$ cat src/rtl/sr_ctrl_pkg.sv
// Shared types and constants for the SR request front end:
// FSM encoding, counter widths and channel indices.
package sr_ctrl_pkg;
  typedef enum logic {
    IDLE = 1'b0,
    HOLD = 1'b1
  } state_t;

  localparam int DB_CNT_W   = 8;
  localparam int HOLD_CNT_W = 4;

  localparam int CH_SET = 1;
  localparam int CH_CLR = 0;
endpackage

$ cat src/rtl/sr_debounce.sv
// One request channel: two-flop synchroniser, debounce counter and debounced
// level, with a combinational rise flag marking the edge on which the level goes 0->1.
module sr_debounce
  import sr_ctrl_pkg::*;
#(
  parameter int DB_CYCLES = 4
) (
  input  logic clk,
  input  logic rst_n,
  input  logic raw,
  output logic level,
  output logic rise
);

  localparam logic [DB_CNT_W-1:0] CNT_LAST = DB_CNT_W'(DB_CYCLES - 1);

  logic                sync1;
  logic                sync2;
  logic [DB_CNT_W-1:0] cnt;
  logic                flip;

  // flip is true on the sampling edge that completes DB_CYCLES differing samples
  assign flip = (sync2 != level) && (cnt == CNT_LAST);
  assign rise = flip && !level;

  always_ff @(posedge clk or negedge rst_n) begin
    if (!rst_n) begin
      sync1 <= 1'b0;
      sync2 <= 1'b0;
      cnt   <= '0;
      level <= 1'b0;
    end else begin
      sync1 <= raw;
      sync2 <= sync1;
      if (sync2 == level) begin
        cnt <= '0;
      end else if (flip) begin
        level <= ~level;
        cnt   <= '0;
      end else begin
        cnt <= cnt + 1'b1;
      end
    end
  end

endmodule

$ cat src/rtl/sr_pulse_gen.sv
// Turns raw set/clear request levels into clean, mutually exclusive one-cycle
// S/R pulses separated by at least HOLDOFF idle cycles.
module sr_pulse_gen
  import sr_ctrl_pkg::*;
#(
  parameter int DB_CYCLES = 4,
  parameter int HOLDOFF   = 2
) (
  input  logic       clk,
  input  logic       rst_n,
  input  logic       set_raw,
  input  logic       clr_raw,
  input  logic       enable,
  input  logic       ovr_clr,
  output logic       S,
  output logic       R,
  output logic       busy,
  output logic [1:0] ovr
);

  localparam logic [HOLD_CNT_W-1:0] HOLD_LOAD = HOLD_CNT_W'(HOLDOFF);

  state_t                state;
  logic [HOLD_CNT_W-1:0] hcnt;
  logic [1:0]            level;
  logic [1:0]            rise;
  logic [1:0]            pend;
  logic [1:0]            take;
  logic                  idle_go;

  sr_debounce #(.DB_CYCLES(DB_CYCLES)) u_set (
    .clk   (clk),
    .rst_n (rst_n),
    .raw   (set_raw),
    .level (level[CH_SET]),
    .rise  (rise[CH_SET])
  );

  sr_debounce #(.DB_CYCLES(DB_CYCLES)) u_clr (
    .clk   (clk),
    .rst_n (rst_n),
    .raw   (clr_raw),
    .level (level[CH_CLR]),
    .rise  (rise[CH_CLR])
  );

  // set wins over clear, mirroring the downstream flip-flop's set priority
  assign idle_go       = (state == IDLE) && enable;
  assign take[CH_SET]  = idle_go && pend[CH_SET];
  assign take[CH_CLR]  = idle_go && !pend[CH_SET] && pend[CH_CLR];

  always_ff @(posedge clk or negedge rst_n) begin
    if (!rst_n) begin
      state <= IDLE;
      hcnt  <= '0;
      S     <= 1'b0;
      R     <= 1'b0;
      busy  <= 1'b0;
      pend  <= '0;
      ovr   <= '0;
    end else begin
      busy <= (state == HOLD) || (|pend);
      // a rise arriving as its pend is consumed re-arms it without an overrun
      pend <= rise | (pend & ~take);
      ovr  <= (ovr & ~{2{ovr_clr}}) | (rise & pend & ~take);
      case (state)
        IDLE: begin
          S <= take[CH_SET];
          R <= take[CH_CLR];
          if (|take) begin
            state <= HOLD;
            hcnt  <= HOLD_LOAD;
          end
        end
        HOLD: begin
          S    <= 1'b0;
          R    <= 1'b0;
          hcnt <= hcnt - 1'b1;
          if (hcnt == HOLD_CNT_W'(1)) state <= IDLE;
        end
        default: state <= IDLE;
      endcase
    end
  end

  a_no_overlap: assert property (@(posedge clk) disable iff (!rst_n) !(S && R));
  a_rise_from_low: assert property (@(posedge clk) disable iff (!rst_n) (|(rise & level)) == 1'b0);

endmodule

$ cat config.mk
export PLATFORM = sky130hd
export DESIGN_NAME = sr_pulse_gen
export DESIGN_NICKNAME = d
export VERILOG_FILES = /design/src/rtl/sr_ctrl_pkg.sv /design/src/rtl/sr_debounce.sv /design/src/rtl/sr_pulse_gen.sv
export SDC_FILE = /design/constraint.sdc
export NUM_CORES = 1
export LEC_CHECK = 0
export BUFFER_PORTS_ARGS = -buffer_cell sky130_fd_sc_hd__buf_2
export CAP_MARGIN = 40
export CORE_MARGIN = 2
export CORE_UTILIZATION = 25
export CTS_BUF_LIST = sky130_fd_sc_hd__clkbuf_8 sky130_fd_sc_hd__clkbuf_16
export DETAILED_ROUTE_END_ITERATION = 7
export GPL_TIMING_DRIVEN = 0
export PLACE_DENSITY = 0.48
export SLEW_MARGIN = 15
export SYNTH_ARGS = -nofsm -noshare
export SYNTH_HDL_FRONTEND = slang
export SYNTH_SLANG_ARGS = --single-unit
$ cat constraint.sdc
create_clock -name clk -period 2.1 [get_ports clk]
set_clock_uncertainty 0.15 [all_clocks]
set_input_delay 0.42 -clock clk [delete_from_list [all_inputs] [get_ports clk]]
set_output_delay 0.42 -clock clk [all_outputs]
set_load 0.02 [all_outputs]
==> key figures, run 1 <==
Power and ir drop
  • PD cells: 1100 mW/mm²
  • Max VDD drop: 0.356 mV
  • Static Leakage: 0.000742 µW

Routing
  • Initial drt markers: 77
  • Routed Antenna Nets: 0
  • Routed wire length: 2.49 mm
  • Drc violations: 0
  • DR pass1 iterations: 4
  • Routed len/inst: 11.4 µm
  • Via density: 4.54
  • Vias: 995

Timing
  • Unrepaired setup endpoints after global routing: no
  • Final hold violations: 0
  • F_max: 0.603 GHz
  • Fin crit share: 0.789
  • Rel. slew slack: 0.499
  • Final setup TNS: 0 ns
  • Min Tclk post-route: 1.66 ns
  • Worst-Margin Slew: 0.752 ns
  • Fin. max-slew vios: 0
  • Setup-failing EPs final: 0

Clock tree
  • Clk root buf: clkbuf_8
  • Clock Latency Late Sink: 0.28 ns
  • CTS H-tree lvls: 2
  • Clk slew on worst S/H paths: 0.07 ns
  • CTS Sinks: 34
  • CTS Buf Count: 5
  • CTS tree: built
  • Clk buf depth: 2
  • Hold_buf cts: 0
  • Post-CTS Setup Inserts: 0
  • CTS resizes: 0

Final layout
  • # diodes: 0
  • Synthesis-to-layout area growth: 15.4%
  • Layout cell share with drive strength beyond 1: 0.170
  • Final #Nets: 156
  • Area of the multi-input gates: 589 µm²
  • Fillers: 603
  • Seq. cell area: 851 µm²
  • Final Cell Area: 0.00170 mm²

Synthesis
  • Count leader, synth: dfrtp_1
  • Post-Syn Instances: 129
  • Yosys top cell by area: dfrtp_1
  • Synth top area cells: dfrtp_1 58%, ha_1 3.4%, o21ai_0 3.4%
  • Syn nets: 139
  • Post-synth top area share: 0.578
  • Synth Flop Type: dfrtp_1
  • Yosys warnings: 0
  • Mapped cell area: 0.00147 mm²
  • Seq/Total Area, Yosys: 0.578
  • Cell variety after synth: 34
  • Post-synth EDFFs: 0
  • Commonest cells in the netlist: 34 x dfrtp_1, 12 x nor2_1, 10 x o21ai_0
  • #FFs+latches synth: 34
  • Post-synth ARST share: 1.00
  • Syn_area_per_cell: 11.4 µm²

Setup path
  • Levels on crit path: 4
  • CP delay by family, top: simple AND/OR/NAND/NOR gates
  • Critical path data required time: 2.12 ns
  • Critical path buffers and inverters: 0
  • Reg-to-Reg Start: u_set.cnt[0]
  • Worst R2R Path Depth: 4
  • CP Capture Type: flip-flop
  • CP Class: flip-flop to flip-flop
  • Crit Path Max Fanout: 4
  • Critical Path AT: 1.68 ns
  • Crit-path cells: ha_1 -> nor4b_2 -> nand2_1 -> mux2_1
  • Slowest cell on crit path: dfrtp_1
  • Crit path launch: u_set.cnt[0]
  • Crit path capture: u_set.level
  • R2R Path End: u_set.level
  • Reg2reg setup slack: 0.44 ns
  • CP max stage delay: 0.37 ns
  • Startpoint types: flip-flop

Floorplan
  • Row cnt: 27
  • Initial core utilization: 0.262
  • Die width: 80.7 µm
  • Die height: 80.7 µm
  • Core box area: 0.00561 mm²
  • IO Pins: 11
  • Die ar.: 0.00651 mm²

GRT
  • Vias in the first global route: 1,045
  • First-pass GRT wire length: 4.66 mm
  • Number of antenna violations at the first check in global routing: 0
  • Overflow after GRT: 0
  • GRT Resource Usage Total: 0.0936
  • Maximum number of pins on one net before global-route repair: 35

Worst hold path
  • Worst Hold Class: input port to async pin

Place
  • Final HPWL DP: 1.78 mm
  • Placer Congestion: 0.799
  • PortBufs: 10
  • Dpl cell area: 0.00161 mm²

Run
  • Maxcap violations: 0

Status
  • Status: finished clean
-- final cells by class --
cell class	count	share of cell area
clock inverters	3	0.0103
repair buffers	10	0.0295
inverters	7	0.0155
well taps	72	0.0531
multi-input cells	87	0.347
flip-flops and latches	34	0.501
clock buffers	5	0.0405
plain buffers	1	0.00295
-- flip-flops by register name (all words and copies together), names as in the netlist, 2 cells and up --
signal and flops:
u_clr.cnt 8, hcnt 4, ovr 2, pend 2, u_set.cnt 8
-- layout by cell type (no fill, tap or decap), types with 5 or more instances in the layout --
cell and count:
or3_1 8, a21oi_1 6, o21ai_0 10, dfrtp_1 34, clkbuf_8 5, nand3_1 6, inv_1 8, buf_2 11
nand2_1 6, nor2_1 12
-- cells by family (layout without fill, tap and decap cells) --
| group | count (synthesis) | after routing | synth area share |
|---|---|---|---|
| buffers and inverters | 8 | 26 | 0.0213 |
| AOI/OAI and AO/OA | 25 | 25 | 0.108 |
| adders and majority gates | 4 | 4 | 0.0340 |
| muxes | 3 | 3 | 0.0255 |
| and+or+nand+nor | 48 | 48 | 0.191 |
| DFF | 34 | 34 | 0.578 |
| xor gates and xnor gates | 7 | 7 | 0.0417 |
-- per-stage QoR --
step	std cells	setup slack (ns)	power [µW]	hold WS [ns]	util
after floorplan	129	0.609	1290	-0.0256	-
after global placement	211	0.480	1390	0.183	0.287
after detailed placement	211	0.437	1420	0.186	0.287
after CTS	219	0.421	1890	0.0746	0.303
after global routing	219	0.255	2030	0.0696	0.303
final	219	0.442	1860	0.0479	0.303
-- how the worst min path moves through the flow --
stage / from / to / depth (start not counted)
after floorplan: rst_n / R / 0
after CTS: rst_n / u_set.sync1 / 1
after global placement: u_set.sync1 / u_set.sync2 / 0
after global routing: set_raw / u_set.sync1 / 1
after detailed placement: u_set.sync1 / u_set.sync2 / 0
final: rst_n / u_set.sync1 / 1
-- layer usage --
layer | part of all wire | GRT usage | vias to the layer above
met4 | 0.018 | 0.0407 | 0
met5 | 0 | 0 | -
met3 | 0.047 | 0.0348 | 6
li1 | - | - | 487
met1 | 0.48 | 0.111 | 488
met2 | 0.45 | 0.152 | 14
-- power by group --
| group | switching (µW) | total, µW | internal (µW) |
|---|---|---|---|
| combinational | 261 | 497 | 236 |
| sequential | 113 | 909 | 796 |
| clock | 227 | 456 | 229 |
| total | 601 | 1860 | 1260 |
Power figures use the tool's default switching activity.
==> run 2: changes to the inputs <==
- PLACE_DENSITY: 0.48 -> 0.49
- clock period: 2.1 -> 1.5 ns (I/O delays scaled with it)
==> key figures, run 2 (same netlist as run 1, synthesis figures left out) <==
Final layout
  • Most frequent cells in the layout: 32 x dfrtp_1, 12 x nor2_1, 10 x buf_2
  • # diodes: 0 (unchanged)
  • Largest registers: u_clr.cnt: 8 flops, u_set.cnt: 8 flops, hcnt: 4 flops
  • Layout cell share with drive strength beyond 1: 0.260 (+0.0897)
  • Utilization after layout: 0.326 (+0.0234)
  • Synthesis-to-layout area growth: 24.3%
  • Final #Nets: 163 (+4.5%)
  • Most common cell after layout, fill and taps aside: dfrtp_1
  • Final Cell Area: 0.00183 mm² (+7.7%)

Clock tree
  • CTS tree: built
  • CTS H-tree lvls: 2 (unchanged)
  • Clock Latency Late Sink: 0.28 ns (about the same)
  • CTS Sinks: 34 (unchanged)
  • Clk buf depth: 2 (unchanged)
  • CTS Buf Count: 5 (unchanged)
  • Clk slew on worst S/H paths: 0.07 ns (about the same)
  • Clk root buf: clkbuf_8

Status
  • Status: finished with violations
  • Failing checks: setup timing

Floorplan
  • Die height: 80.7 µm (unchanged)
  • IO Pins: 11 (unchanged)
  • Initial core utilization: 0.262 (unchanged)
  • Die width: 80.7 µm (unchanged)
  • Die ar.: 0.00651 mm² (unchanged)
  • Core box area: 0.00561 mm² (unchanged)
  • Row cnt: 27 (unchanged)

Worst hold path
  • Worst Hold Class: input port to flip-flop
  • Min-delay src: ovr_clr

Place
  • Dpl cell area: 0.00161 mm² (unchanged)
  • PortBufs: 10 (unchanged)
  • Worst slack at placement: -0.0997 ns (-0.536 ns)
  • Placer Congestion: 0.742 (-7.1%)
  • Final HPWL DP: 1.79 mm (+0.87%)

Timing
  • Rel. slew slack: 0.694 (+0.195)
  • Fin crit share: 1.00 (+0.213)
  • Fin. max-slew vios: 0 (unchanged)
  • Unrepaired setup endpoints after global routing: yes
  • Setup-failing EPs final: 1 (+1)
  • F_max: 0.665 GHz (+10%)
  • Min Tclk post-route: 1.50 ns (-0.155 ns)
  • Final hold violations: 0 (unchanged)
  • Final WS setup: -0.00306 ns (-0.445 ns)
  • Worst-Margin Slew: 0.459 ns (-0.292 ns)

Routing
  • Met3 wire length: 94 µm (-19%)
  • Via density: 4.43 (-2.5%)
  • Initial drt markers: 54 (-30%)
  • Max layer used: met4
  • Routed wire length: 2.68 mm (+7.6%)
  • Routed Antenna Nets: 0 (unchanged)
  • Drc violations: 0 (unchanged)
  • Vias: 1,001 (+0.60%)
  • DR pass1 iterations: 4 (unchanged)
  • Routed len/inst: 11.9 µm (+4.3%)
  • Met2 Routed Length: 1.32 mm (+16%)
  • Detailed-routing wirelength on met1: 1.23 mm (+2.6%)

Setup path
  • Crit Path Max Fanout: 5 (+1)
  • Critical Path AT: 1.52 ns (-0.16 ns)
  • Crit-path cells: nor4_4 -> nand3_2 -> mux2_4
  • CP Capture Type: flip-flop
  • Slowest cell on crit path: dfrtp_2
  • Reg-to-Reg Start: u_clr.cnt[2]
  • Startpoint types: flip-flop
  • CP Class: flip-flop to flip-flop
  • Critical path data required time: 1.52 ns (-0.60 ns)
  • CP max stage delay: 0.46 ns (+0.09 ns)
  • Crit path launch: u_clr.cnt[2]

GRT
  • Maximum number of pins on one net before global-route repair: 35 (unchanged)
  • Vias in the first global route: 1,064 (+1.8%)
  • Overflow after GRT: 0 (unchanged)
  • Number of antenna violations at the first check in global routing: 0 (unchanged)
  • First-pass GRT wire length: 4.69 mm (+0.60%)
  • GRT Resource Usage Total: 0.0952 (+0.00159)

Run
  • Maxcap violations: 0 (unchanged)

Power and ir drop
  • Max VDD drop: 0.776 mV (+120%)
  • PD cells: 1530 mW/mm² (+40%)
  • Static Leakage: 0.000779 µW (+5.0%)
  • Pwr Total: 2800 µW (+51%)
[run 2: cell count changes in the layout (fill, tap and decap cells not counted), moves of 2 or more]
cell,previous run,this run
ha_1,4,2
ha_4,0,2
buf_4,0,4
dlygate4sd3_1,0,3
dfrtp_1,34,32
dfrtp_2,0,2
[run 2: worst paths after layout]
check / endpoint / slack (ns) / depth (start not counted)
max reg2reg: u_clr.level / -0.003 / 3
min: ovr[0] / 0.08 / 2
max in group asynchronous: u_set.cnt[3] / 0.48 / 2
min in group asynchronous: u_clr.sync1 / 0.38 / 2
max: u_clr.level / -0.003 / 3
min reg2reg: u_set.sync2 / 0.20 / 0
[run 2: cell type report]
class | instances | area, µm²
buffer | 1 | 5.00
fill | 604 | 3780
multi-input combinational | 87 | 647
clock inverter | 2 | 12.5
clock buffer | 6 | 82.6
timing repair buffer | 17 | 113
sequential | 34 | 853
inverter | 7 | 26.3
tap | 72 | 90.1
[run 2: critical path, delay by kind of cell (launching register included)]
| family | cells | cell delay [ns] |
|---|---|---|
| simple gates | 2 | 0.47 |
| flops | 1 | 0.46 |
| mux | 1 | 0.32 |
[run 2: report_power, final]
part	switching, µW	total [µW]	internal (µW)
clock network	331	699	369
logic	398	804	406
registers	184	1300	1110
[run 2: timing repair]
item                                    4_1_cts  5_1_grt
setup buffers                                 1        3
resized for setup                            10        5
endpoints found under the setup margin        8        8
endpoints found under the hold margin        36        0
hold buffers                                  3        0
pin swaps                                     1        0
[run 2: per-layer routing]
| metal | vias up | track usage |
|---|---|---|
| li1 | 499 | - |
| met1 | 486 | 0.108 |
| met2 | 11 | 0.161 |
| met3 | 5 | 0.0371 |
| met4 | 0 | 0.0390 |
| met5 | - | 0 |
[run 2: through the flow]
stage                     hold slack (ns)  setup TNS [ns]  std cells
final                              0.0768        -0.00306        226
after CTS                          0.0796         -0.0177        223
after global routing               0.0750          -0.204        226
after detailed placement            0.189          -0.265        211
after global placement              0.185          -0.231        211
after floorplan                    -0.146               0        129
